## src/rtl/par_serial_tx.sv

```systemverilog
// par_serial_tx: shifts one byte per 8 clk_32f cycles out MSB-first, IDLE_SYM when no valid byte.
// Latency: byte sampled at load edge E appears on data_out after edges E+1 (MSB) .. E+8 (LSB).
// No backpressure: upstream aligns to load_strobe; define PAR_SERIAL_PREAMBLE_EN for the idle preamble.
module par_serial_tx #(
  parameter logic [7:0] IDLE_SYM     = 8'hBC,
  parameter int         PREAMBLE_LEN = 4
) (
  input  logic       clk_32f,
  input  logic       reset,
  input  logic [7:0] data_in,
  input  logic       valid_in,
  output logic       data_out,
  output logic       load_strobe,
  output logic       sym_valid,
  output logic       link_active
);

  typedef enum logic {PREAMBLE = 1'b0, RUN = 1'b1} state_t;

  logic [2:0] cnt;
  logic [7:0] shreg;
  logic       vsh;
  state_t     state;
  logic [7:0] next_sym;
  logic       next_v;
  logic       load;

  // cnt==7 means the coming rising edge reloads shreg from next_sym
  assign load        = (cnt == 3'd7);
  assign load_strobe = load;

`ifdef PAR_SERIAL_PREAMBLE_EN
  state_t     state_nxt;
  logic [7:0] pre_cnt;
  logic [7:0] pre_cnt_nxt;

  // state register and preamble load counter
  always_ff @(posedge clk_32f or negedge reset) begin
    if (!reset) begin
      state   <= PREAMBLE;
      pre_cnt <= 8'd0;
    end else begin
      state   <= state_nxt;
      pre_cnt <= pre_cnt_nxt;
    end
  end

  // next state and symbol selection; the reset-loaded idle counts as the first preamble symbol
  always_comb begin
    state_nxt   = state;
    pre_cnt_nxt = pre_cnt;
    next_sym    = IDLE_SYM;
    next_v      = 1'b0;
    case (state)
      PREAMBLE: begin
        if (load) begin
          if (pre_cnt == 8'(PREAMBLE_LEN - 2)) state_nxt = RUN;
          else                                 pre_cnt_nxt = pre_cnt + 8'd1;
        end
      end
      RUN: begin
        next_sym = valid_in ? data_in : IDLE_SYM;
        next_v   = valid_in;
      end
      default: begin
        state_nxt = state;
      end
    endcase
  end
`else
  assign state = RUN;

  // without a preamble the upstream byte is honoured from the first load edge
  always_comb begin
    next_sym = valid_in ? data_in : IDLE_SYM;
    next_v   = valid_in;
  end
`endif

  // serialiser: shift every edge, reload on the load edge, outputs registered one bit behind shreg[7]
  always_ff @(posedge clk_32f or negedge reset) begin
    if (!reset) begin
      cnt         <= 3'd0;
      shreg       <= IDLE_SYM;
      vsh         <= 1'b0;
      data_out    <= 1'b0;
      sym_valid   <= 1'b0;
      link_active <= 1'b0;
    end else begin
      cnt         <= cnt + 3'd1;
      data_out    <= shreg[7];
      sym_valid   <= vsh;
      link_active <= (state == RUN);
      if (load) begin
        shreg <= next_sym;
        vsh   <= next_v;
      end else begin
        shreg <= {shreg[6:0], 1'b0};
      end
    end
  end

endmodule

```

## config.mk

```make
export PLATFORM = sky130hd
export DESIGN_NAME = par_serial_tx
export DESIGN_NICKNAME = d
export VERILOG_FILES = /design/src/rtl/par_serial_tx.sv
export SDC_FILE = /design/constraint.sdc
export NUM_CORES = 1
export LEC_CHECK = 0
export ABC_AREA = 1
export BUFFER_PORTS_ARGS = -buffer_cell sky130_fd_sc_hd__buf_2
export CAP_MARGIN = 25
export CORE_AREA = 4 4 41 43
export DETAILED_ROUTE_END_ITERATION = 16
export DIE_AREA = 0 0 45 47
export PLACE_DENSITY_LB_ADDON = 0.25
export SLEW_MARGIN = 0
export SYNTH_ARGS = -nofsm -noshare
export SYNTH_HDL_FRONTEND = slang
export SYNTH_SLANG_ARGS = --single-unit
export TNS_END_PERCENT = 10
```

## constraint.sdc

```tcl
create_clock -name clk_32f -period 2.6 [get_ports clk_32f]
set_clock_uncertainty 0.1 [all_clocks]
set_input_delay 0.78 -clock clk_32f [delete_from_list [all_inputs] [get_ports clk_32f]]
set_output_delay 0.78 -clock clk_32f [all_outputs]
set_load 0.05 [all_outputs]
```

==> flow_summary_export.csv, run 1 <==
group,metric,value,unit
worst_setup_path,crit_path_end_kind,"primary output",
pwr,vdd_drop_max,0.2956,mV
cts,clk_latency,0.27,ns
run_status,status,"finished, final reports clean",
worst_setup_path,critPathArrivalTime,1.29,ns
floorplan,fp-row-count,13,
final_layout,utilization,52.40,%
hold_path,hold_class,"in2async",
cts,cts_root_buf,"clkbuf_4",
route,dr.first_iter.drc_count,3,
cts,ctsLongestPathBuffers,2,
route,vias,386,
pwr,p_int,314.8,uW
pwr,swShare,22.40,%
cts,clk_pin_slew_worst_paths,0.08,ns
timing,tns,0,ns
worst_setup_path,cp.required,1.72,ns
floorplan,pin_count,15,
grt,antenna_found_initial,0,
floorplan,dieArea,2115,um2
cts,cts_made_buffers,3,
floorplan,fp.dieW,45,um
grt,grt_pass1_vias,390,
synthesis,synth-seq-area-share,65.17,%
route,drc,0,
synthesis,ys_seq_elements,15,
worst_setup_path,timing.critical_path.to,"load_strobe",
route,wl,862,um
worst_setup_path,timing.rr.start,"cnt[0]$_DFF_PN0_",
pwr,combPwrFrac,8.0,%
final_layout,antenna_cells,0,
grt,track_usage,11.05,%
pwr,leakage,0.0003975,uW
placement,place_congestion,0.6880,
route,routed_via_density,4.337,
floorplan,initial_core_util,45.00,%
final_layout,syn_to_final_growth,16.45,%
cts,tritoncts,"yes",
pwr,p_per_area,594.9,nW/um2
cts,hold_buffers,0,
final_layout,nNetsFinal,89,
worst_setup_path,reg2reg_depth,5,
synthesis,avgSynthCellArea,10.10,um2
final_layout,multi_input_area,158.9,um2
synthesis,syn_area,585.6,um2
route,route.detailed.wl_per_inst,9.685,um
floorplan,coreArea,1301,um2
timing,slew_viol_final,0,
final_layout,drive_above_1_share,31.08,%
placement,dp_hpwl,626.7,um
timing,hold_viol,0,
pwr,finalPower,405.6,uW
synthesis,synth_nets,72,
worst_setup_path,crit_start,"cnt[0]$_DFF_PN0_",
synthesis,synthesis.instances,58,
worst_setup_path,path_class,"reg2out",
route,dr.pass1.iters,2,
pwr,clockPowerShare,31.2,%
timing,fin_ws,0.4342,ns
pwr,switchingPower,90.86,uW
worst_setup_path,path_max_fanout,2,
route,ant_nets,0,
timing,fin_crit,2.166,ns
final_layout,fillers,135,
timing,whs,0.2889,ns
worst_setup_path,reg2reg_slack,1.23,ns
cts,cts_setup_buffers,0,
worst_setup_path,r2r_end,"shreg[1]$_DFF_PN0_",
synthesis,ys_warn_count,0,
placement,io_buffer_count,14,
cts,cts.sinks,15,
job,drv_cap,0,
cts,cts_resized,0,
timing,setup_violations,0,
placement,dp_slack,0.7304,ns
worst_setup_path,cp-start-kind,"flop",
timing,fmax,0.4617,GHz
pwr,pwr-share-seq,60.8,%
timing,fin_crit_sh,83.30,%
synthesis,synth_cell_type_count,11,
floorplan,die_h,47,um
timing,rsz0062_at_grt,"no",
grt,grt_max_degree,16,
grt,grt-ovfl-total,0,
grt,grt_pass1_wl,1600,um
cts,h-tree-depth,1,
final_layout,register_area,381.6,um2
## sequential cells by signal, summed over array words and instances, names as in the netlist
| register | count |
|---|---|
| shreg | 8 |
| cnt | 3 |
| data_out | 1 |
| link_active | 1 |
| sym_valid | 1 |
| vsh | 1 |
## cell families (layout without fill, tap and decap cells)
kind of cell,after synthesis,in the layout,share of synthesized area (%)
and+or+nand+nor,30,30,20.09
adders and majority gates,3,3,6.411
DFF,15,15,65.17
buffers and inverters,9,25,7.692
other,1,1,0.6404
## stage by stage
stage          cells  instance area, um2
3_5_place_dp      85               655.6
5_1_grt           89               681.9
6_report          89               681.9
4_1_cts           89               681.9
2_1_floorplan     58               585.6
3_3_place_gp      85               655.6
## worst max-delay path, stage by stage, from the launching register on
cell and delay [ns]:
dfrtp_1 0.39, ha_1 0.22, ha_1 0.19, buf_2 0.21
## cells in the final DEF (no fill, tap or decap)
master and instances:
clkbuf_4 3, buf_2 14, dfstp_2 5, dfrtp_1 10, inv_1 6, inv_2 1
clkbuf_1 1, ha_1 3, nand2_1 27, conb_1 1, and3_1 1, nand3_1 2
## worst min path at each step
stage / slack, ns / cells past startpoint / to / startpoint
finish: 0.29 / 1 / shreg[6]$_DFF_PN0_ / reset
global placement: 0.26 / 0 / sym_valid$_DFF_PN0_ / vsh$_DFFE_PN0N_
detailed placement: 0.28 / 0 / sym_valid$_DFF_PN0_ / vsh$_DFFE_PN0N_
CTS: 0.29 / 1 / data_out$_DFF_PN0_ / reset
floorplan: 0.25 / 0 / sym_valid$_DFF_PN0_ / vsh$_DFFE_PN0N_
global route: 0.28 / 1 / shreg[1]$_DFF_PN0_ / reset
## cells in the mapped netlist
cell / number / area (um2)
and3_1: 1 / 6.260
nand2_1: 27 / 101.4
conb_1: 1 / 3.750
dfrtp_1: 10 / 250.2
buf_4: 1 / 7.510
inv_2: 1 / 3.750
inv_1: 6 / 22.52
dfstp_2: 5 / 131.4
nand3_1: 2 / 10.01
buf_6: 1 / 11.26
ha_1: 3 / 37.54
## final cells by class
cell class	instances	share of cell area [%]
Clock buffer	4	3.853
Inverter	7	3.853
Multi-Input combinational cell	34	23.30
Sequential cell	15	55.96
Tap cell	15	2.752
Timing Repair Buffer	14	10.28
## metal layers
metal  global-route usage, %  up-vias  wire length [um]
met5                       0        -                 0
met4                   3.509        0                 0
met3                   6.897        0                68
met2                   17.23       11               408
met1                   12.56      174               386
li1                        -      201                 -
## power groups by stage
| stage | Combinational [uW] | Sequential, uW | Clock (uW) |
|---|---|---|---|
| 2_1_floorplan | 9.97 | 260 | 0 |
| 3_3_place_gp | 32.4 | 251 | 0 |
| 3_5_place_dp | 33.3 | 251 | 0 |
| 4_1_cts | 33.3 | 247 | 134 |
| 5_1_grt | 37.3 | 248 | 148 |
| 6_report | 32.4 | 247 | 126 |
(Power assumes the default switching activity.)
==> inputs of run 2 (changes only) <==
Settings changed: ABC_AREA 1 to 0, CORE_AREA 4 4 41 43 to default, CORE_MARGIN from default to 4, CORE_UTILIZATION from default to 42, DIE_AREA 0 0 45 47 to default.
Clock period 2.6 ns to 1.95 ns, I/O delays scaled along.
==> run 2 against run 1 <==
Net effect:
- global-route usage down 0.77 points
- combinational power up 26%
- highest routed layer is now met4
- via count down 15%
- largest cell class unchanged
- sequential share of layout area up 1.9 points
- critical path depth unchanged
- synthesized cell count down 34%
- die area down 8.3%
- cell area down 3.3%
==> flow_summary_export.csv, run 2 <==
group,metric,value,unit
synthesis,synth_common_cells,"dfrtp_1 (10), dfstp_2 (5), inv_1 (5)",
grt,track_usage,10.28,%
placement,dpl_cell_area,621.8,um2
run_status,status,"finished, final reports clean",
route,route.detailed.wl_per_inst,12.28,um
pwr,leakage,0.0003258,uW
worst_setup_path,reg2reg_slack,0.42,ns
cts,clk_pin_slew_worst_paths,0.08,ns
final_layout,reg_top3,"shreg (8), cnt (3)",
floorplan,initial_core_util,46.58,%
floorplan,dieArea,1940,um2
cts,h-tree-depth,1,
worst_setup_path,reg2reg_depth,4,
grt,grt_max_degree,16,
floorplan,fp-row-count,12,
synthesis,synthMuxAreaShare,0,%
placement,place_congestion,0.6095,
synthesis,synth_top_family_by_area,"compound AO/OA/AOI/OAI gates",
timing,whs,0.09733,ns
hold_path,hold_class,"in2async",
cts,ctsLongestPathBuffers,2,
placement,io_buffer_count,14,
synthesis,syn_area,545.5,um2
worst_setup_path,cp-start-kind,"flop",
pwr,switchingPower,117.8,uW
placement,dp_hpwl,595.9,um
synthesis,ys_warn_count,0,
grt,grt_pass1_vias,337,
final_layout,largest_reg_flops,8,
cts,cts.sinks,15,
route,vias,329,
synthesis,synth_top_area_share,45.87,%
synthesis,synthesis.instances,38,
cts,cts_root_buf,"clkbuf_4",
route,dr.pass1.iters,2,
timing,fin_crit_sh,95.71,%
floorplan,fp.dieW,44.04,um
synthesis,yosysMostFrequentCell,"dfrtp_1",
final_layout,antenna_cells,0,
final_layout,syn_to_final_growth,20.87,%
floorplan,coreArea,1171,um2
timing,hold_viol,0,
synthesis,avgSynthCellArea,14.36,um2
route,dr.first_iter.drc_count,2,
pwr,finalPower,538.1,uW
floorplan,pin_count,15,
worst_setup_path,path_class,"reg2out",
final_layout,mostFrequentLayoutCell,"buf_2",
cts,clk_latency,0.27,ns
cts,tritoncts,"yes",
pwr,swShare,21.90,%
worst_setup_path,path_max_fanout,2,
route,wl,847,um
cts,cts_made_buffers,3,
final_layout,design_area,659.4,um2
synthesis,synthArstFlopShare,100.0,%
synthesis,synth_nets,52,
worst_setup_path,r2r_end,"shreg[2]$_DFF_PN1_",
grt,grt_pass1_wl,1421,um
synthesis,dominantRegCellSynth,"dfrtp_1",
worst_setup_path,crit_path_end_kind,"primary output",
final_layout,layout_common_cells,"buf_2 (13), dfrtp_1 (10), inv_1 (5), dfstp_2 (5), o22a_1 (4)",
synthesis,synth_area_leaders,"dfrtp_1 (46%), dfstp_2 (24%), ha_1 (6.9%)",
final_layout,drive_above_1_share,50.91,%
timing,tns,0,ns
timing,setup_violations,0,
synthesis,synth_fa_ha_area_share,6.881,%
final_layout,nNetsFinal,70,
pwr,pwr-share-seq,61.2,%
route,ant_nets,0,
worst_setup_path,critPathArrivalTime,1.18,ns
timing,rsz0062_at_grt,"no",
synthesis,synth_cell_type_count,13,
grt,grt-ovfl-total,0,
synthesis,ys_seq_elements,15,
pwr,p_per_area,816.0,nW/um2
route,drc,0,
timing,fin_crit,1.866,ns
synthesis,synth-xor-area-share,0,%
synthesis,netlist.top_cell.by_area,"dfrtp_1",
grt,antenna_found_initial,0,
timing,slew_viol_final,0,
final_layout,regMostFlops,"shreg",
synthesis,synth-compound-area-share,11.47,%
job,drv_cap,0,
pwr,p_int,420.3,uW
worst_setup_path,timing.rr.start,"cnt[0]$_DFF_PN0_",
worst_setup_path,cp.required,1.26,ns
timing,fmax,0.5358,GHz
floorplan,die_h,44.04,um
pwr,vdd_drop_max,0.4294,mV
synthesis,synth-edff-count,0,
route,routed_via_density,4.768,
synthesis,synth-seq-area-share,69.95,%
pwr,combPwrFrac,7.6,%
synthesis,synth_simple_gate_area_share,5.505,%
final_layout,utilization,56.30,%
pwr,clockPowerShare,31.2,%
run 2: changes by cell type after synthesis, sizes merged:
cell,before,now
nand2,27,1
o22a,0,4
o21ai,0,3
inv,7,5
a31oi,0,1
buf,2,1
nor2,0,1
run 2: metrics by stage:
stage	cells	setup WS, ns
3_3_place_gp	65	0.2961
5_1_grt	69	0.01686
3_5_place_dp	65	0.2865
6_report	69	0.08372
4_1_cts	69	0.004180
2_1_floorplan	38	0.3165
run 2: how the worst max path moves through the flow:
stage	startpoint	end	slack (ns)	cells after the start
finish	cnt[0]$_DFF_PN0_	load_strobe	0.08	3
global placement	cnt[0]$_DFF_PN0_	load_strobe	0.30	3
detailed placement	cnt[0]$_DFF_PN0_	load_strobe	0.29	3
floorplan	cnt[0]$_DFF_PN0_	load_strobe	0.32	2
global route	cnt[0]$_DFF_PN0_	load_strobe	0.02	3
CTS	cnt[0]$_DFF_PN0_	load_strobe	0.004	3
run 2: final cells by class:
type / count / area [um2]
Clock buffer: 4 / 26.28
Fill cell: 112 / 511.7
Inverter: 5 / 18.77
Multi-Input combinational cell: 17 / 138.9
Sequential cell: 15 / 381.6
Tap cell: 14 / 17.52
Timing Repair Buffer: 14 / 76.32
run 2: what timing repair did:
item,CTS,global route
endpoints found under the setup margin,1,1
setup buffers,0,0
hold buffers,0,0
hold endpoints to repair,0,0
resized for setup,2,2
run 2: cells by family (layout without fill, tap and decap cells):
kind of cell	after synthesis	in the layout
AOI/OAI and AO/OA	8	8
adders and majority gates	3	3
buffers and inverters	6	23
DFF	15	15
other	1	1
and+or+nand+nor	5	5
run 2: power groups by stage:
stage / clock [uW] / sequential, uW / combinational [uW]
final: 168 / 329 / 40.8
after floorplan: 0 / 346 / 8.53
after detailed placement: 0 / 335 / 41.4
after global routing: 193 / 331 / 44.8
after global placement: 0 / 335 / 41.1
after CTS: 179 / 329 / 41.9
run 2: critical path: stages, from the launching register on:
cell,delay [ns]
dfrtp_1,0.39
ha_2,0.19
ha_2,0.18
buf_6,0.15
run 2: metal layers:
metal / up-vias / global-route usage (%) / share of wire (%)
met1: 156 / 13.21 / 47
met4: 0 / 7.229 / 1.2
met3: 2 / 3.659 / 8.0
li1: 160 / - / -
met5: - / 0 / 0
met2: 11 / 14.24 / 44
==> inputs of run 3 (changes only) <==
Settings changed: BUFFER_PORTS_ARGS -buffer_cell sky130_fd_sc_hd__buf_2 to default, CORE_AREA from default to 4 4 41 43, CORE_MARGIN 4 to default, CORE_UTILIZATION 42 to default, DIE_AREA from default to 0 0 45 47, DONT_BUFFER_PORTS from default to 1, TNS_END_PERCENT 10 to default.
==> run 3 against run 2 <==
Net effect:
- flip-flop and latch count unchanged
- wire length is 2.8% lower
- sequential share of layout area is 6.6 points higher
- first-iteration DRC count shrank 50%
- critical path type unchanged
- largest power group unchanged
- highest routed layer unchanged
==> flow_summary_export.csv, run 3 (synthesis results as in run 2) <==
group,metric,value,unit
run_status,status,"finished, final reports clean",
pwr,p_per_area,878.6,nW/um2
route,routed_via_density,4.860,
job,drv_cap,0,
placement,io_buffer_count,0,
final_layout,regMostFlops,"shreg",
cts,cts.sinks,15,
timing,fmax,0.5333,GHz
route,drc,0,
pwr,swShare,20.67,%
route,wl,823,um
final_layout,reg_top3,"shreg (8), cnt (3)",
final_layout,final_cells,57,
pwr,switchingPower,107.5,uW
worst_setup_path,path_class,"reg2out",
floorplan,die_h,47,um
floorplan,dieArea,2115,um2
cts,cts_root_buf,"clkbuf_4",
placement,dp_hpwl,610.4,um
route,ant_nets,0,
worst_setup_path,crit_path_cell_trace,"ha_1 > ha_2",
worst_setup_path,reg2reg_slack,0.42,ns
final_layout,largest_reg_flops,8,
timing,fin_crit_sh,96.16,%
timing,setup_violations,0,
route,vias,277,
final_layout,drive_above_1_share,30.95,%
worst_setup_path,path_max_fanout,2,
final_layout,syn_to_final_growth,8.486,%
final_layout,nNetsFinal,57,
final_layout,antenna_cells,0,
worst_setup_path,critPathArrivalTime,1.19,ns
hold_path,hold_class,"in2async",
worst_setup_path,timing.rr.start,"cnt[0]$_DFF_PN0_",
cts,ctsLongestPathBuffers,2,
grt,grt-ovfl-total,0,
placement,dp.cells,52,
floorplan,initial_core_util,41.92,%
timing,slew_viol_final,0,
route,dr.first_iter.drc_count,1,
pwr,clockPowerShare,31.5,%
grt,grt_pass1_vias,321,
pwr,leakage,0.0002746,uW
route,route.detailed.wl_per_inst,14.44,um
placement,dpl_cell_area,553.0,um2
pwr,pwr-share-seq,65.7,%
worst_setup_path,cp.required,1.26,ns
worst_setup_path,reg2reg_depth,4,
final_layout,fillers,121,
timing,fin_crit,1.875,ns
grt,grt_pass1_wl,1324,um
final_layout,register_area,381.6,um2
cts,clk_latency,0.27,ns
grt,track_usage,9.413,%
grt,grt_max_degree,13,
final_layout,multi_input_area,136.4,um2
cts,h-tree-depth,1,
final_layout,design_area,591.8,um2
cts,cts_made_buffers,3,
cts,tritoncts,"yes",
final_layout,mostFrequentLayoutCell,"dfrtp_1",
floorplan,fp.dieW,45,um
cts,clk_pin_slew_worst_paths,0.08,ns
timing,tns,0,ns
pwr,combPwrFrac,2.8,%
final_layout,utilization,45.48,%
worst_setup_path,slowest_stage,"dfrtp_1",
worst_setup_path,slowest_delay,0.36,ns
final_layout,layout_common_cells,"dfrtp_1 (10), inv_1 (5), dfstp_2 (5)",
timing,rsz0062_at_grt,"no",
timing,hold_viol,0,
placement,place_congestion,0.6500,
worst_setup_path,crit_path_end_kind,"primary output",
grt,antenna_found_initial,0,
floorplan,fp-row-count,13,
route,dr.pass1.iters,2,
worst_setup_path,cp-start-kind,"flop",
pwr,vdd_drop_max,0.4374,mV
floorplan,pin_count,15,
worst_setup_path,r2r_end,"shreg[2]$_DFF_PN1_",
floorplan,coreArea,1301,um2
pwr,p_int,412.5,uW
-- run 3: what timing repair did --
action,in CTS,in global routing
setup endpoints to repair,1,0
hold buffers,1,0
buffers inserted,0,0
resized for setup,1,0
endpoints found under the hold margin,10,0
-- run 3: routing by layer --
metal	routed length (um)	part of all wire (%)	vias to the layer above	global-route usage, %
li1	-	-	133	-
met1	302	37	131	9.832
met2	431	52	11	14.69
met3	82	10	2	5.747
met4	7	0.85	0	5.263
met5	0	0	-	0
-- run 3: worst max path at each step --
stage                                start  cells past startpoint     endpoint  slack, ns
after floorplan           cnt[0]$_DFF_PN0_                      2  load_strobe       0.32
after global placement    cnt[0]$_DFF_PN0_                      2  load_strobe       0.29
after detailed placement  cnt[0]$_DFF_PN0_                      2  load_strobe       0.24
after CTS                 cnt[0]$_DFF_PN0_                      2  load_strobe       0.06
after global routing      cnt[0]$_DFF_PN0_                      2  load_strobe       0.02
final                     cnt[0]$_DFF_PN0_                      2  load_strobe       0.07
-- run 3: power by group through the flow --
stage          logic (uW)  clock network [uW]  registers (uW)
6_report             14.7                 164             341
5_1_grt              16.8                 187             342
4_1_cts              15.3                 173             342
3_5_place_dp         9.57                   0             348
3_3_place_gp         8.96                   0             347
2_1_floorplan        8.53                   0             346
-- run 3: critical path, delay by kind of cell, from the launching register on --
kind                       cells  cell delay [ns]
DFF                            1             0.36
adders and majority gates      2             0.55
-- run 3: layout make-up --
class                   count  share of cell area [%]
inverters                   5                   3.171
flip-flops and latches     15                   64.48
well taps                  15                   3.171
repair buffers              1                   1.691
multi-input cells          17                   23.04
clock buffers               4                   4.440
-- run 3: stage by stage --
step | total power, uW | hold WS (ns) | setup slack [ns]
2_1_floorplan | 355.0 | 0.1894 | 0.3165
3_3_place_gp | 356.4 | 0.1897 | 0.2908
3_5_place_dp | 357.2 | 0.1898 | 0.2421
4_1_cts | 529.8 | 0.03671 | 0.05673
5_1_grt | 546.6 | 0.02053 | 0.02056
6_report | 520.0 | 0.04703 | 0.07485
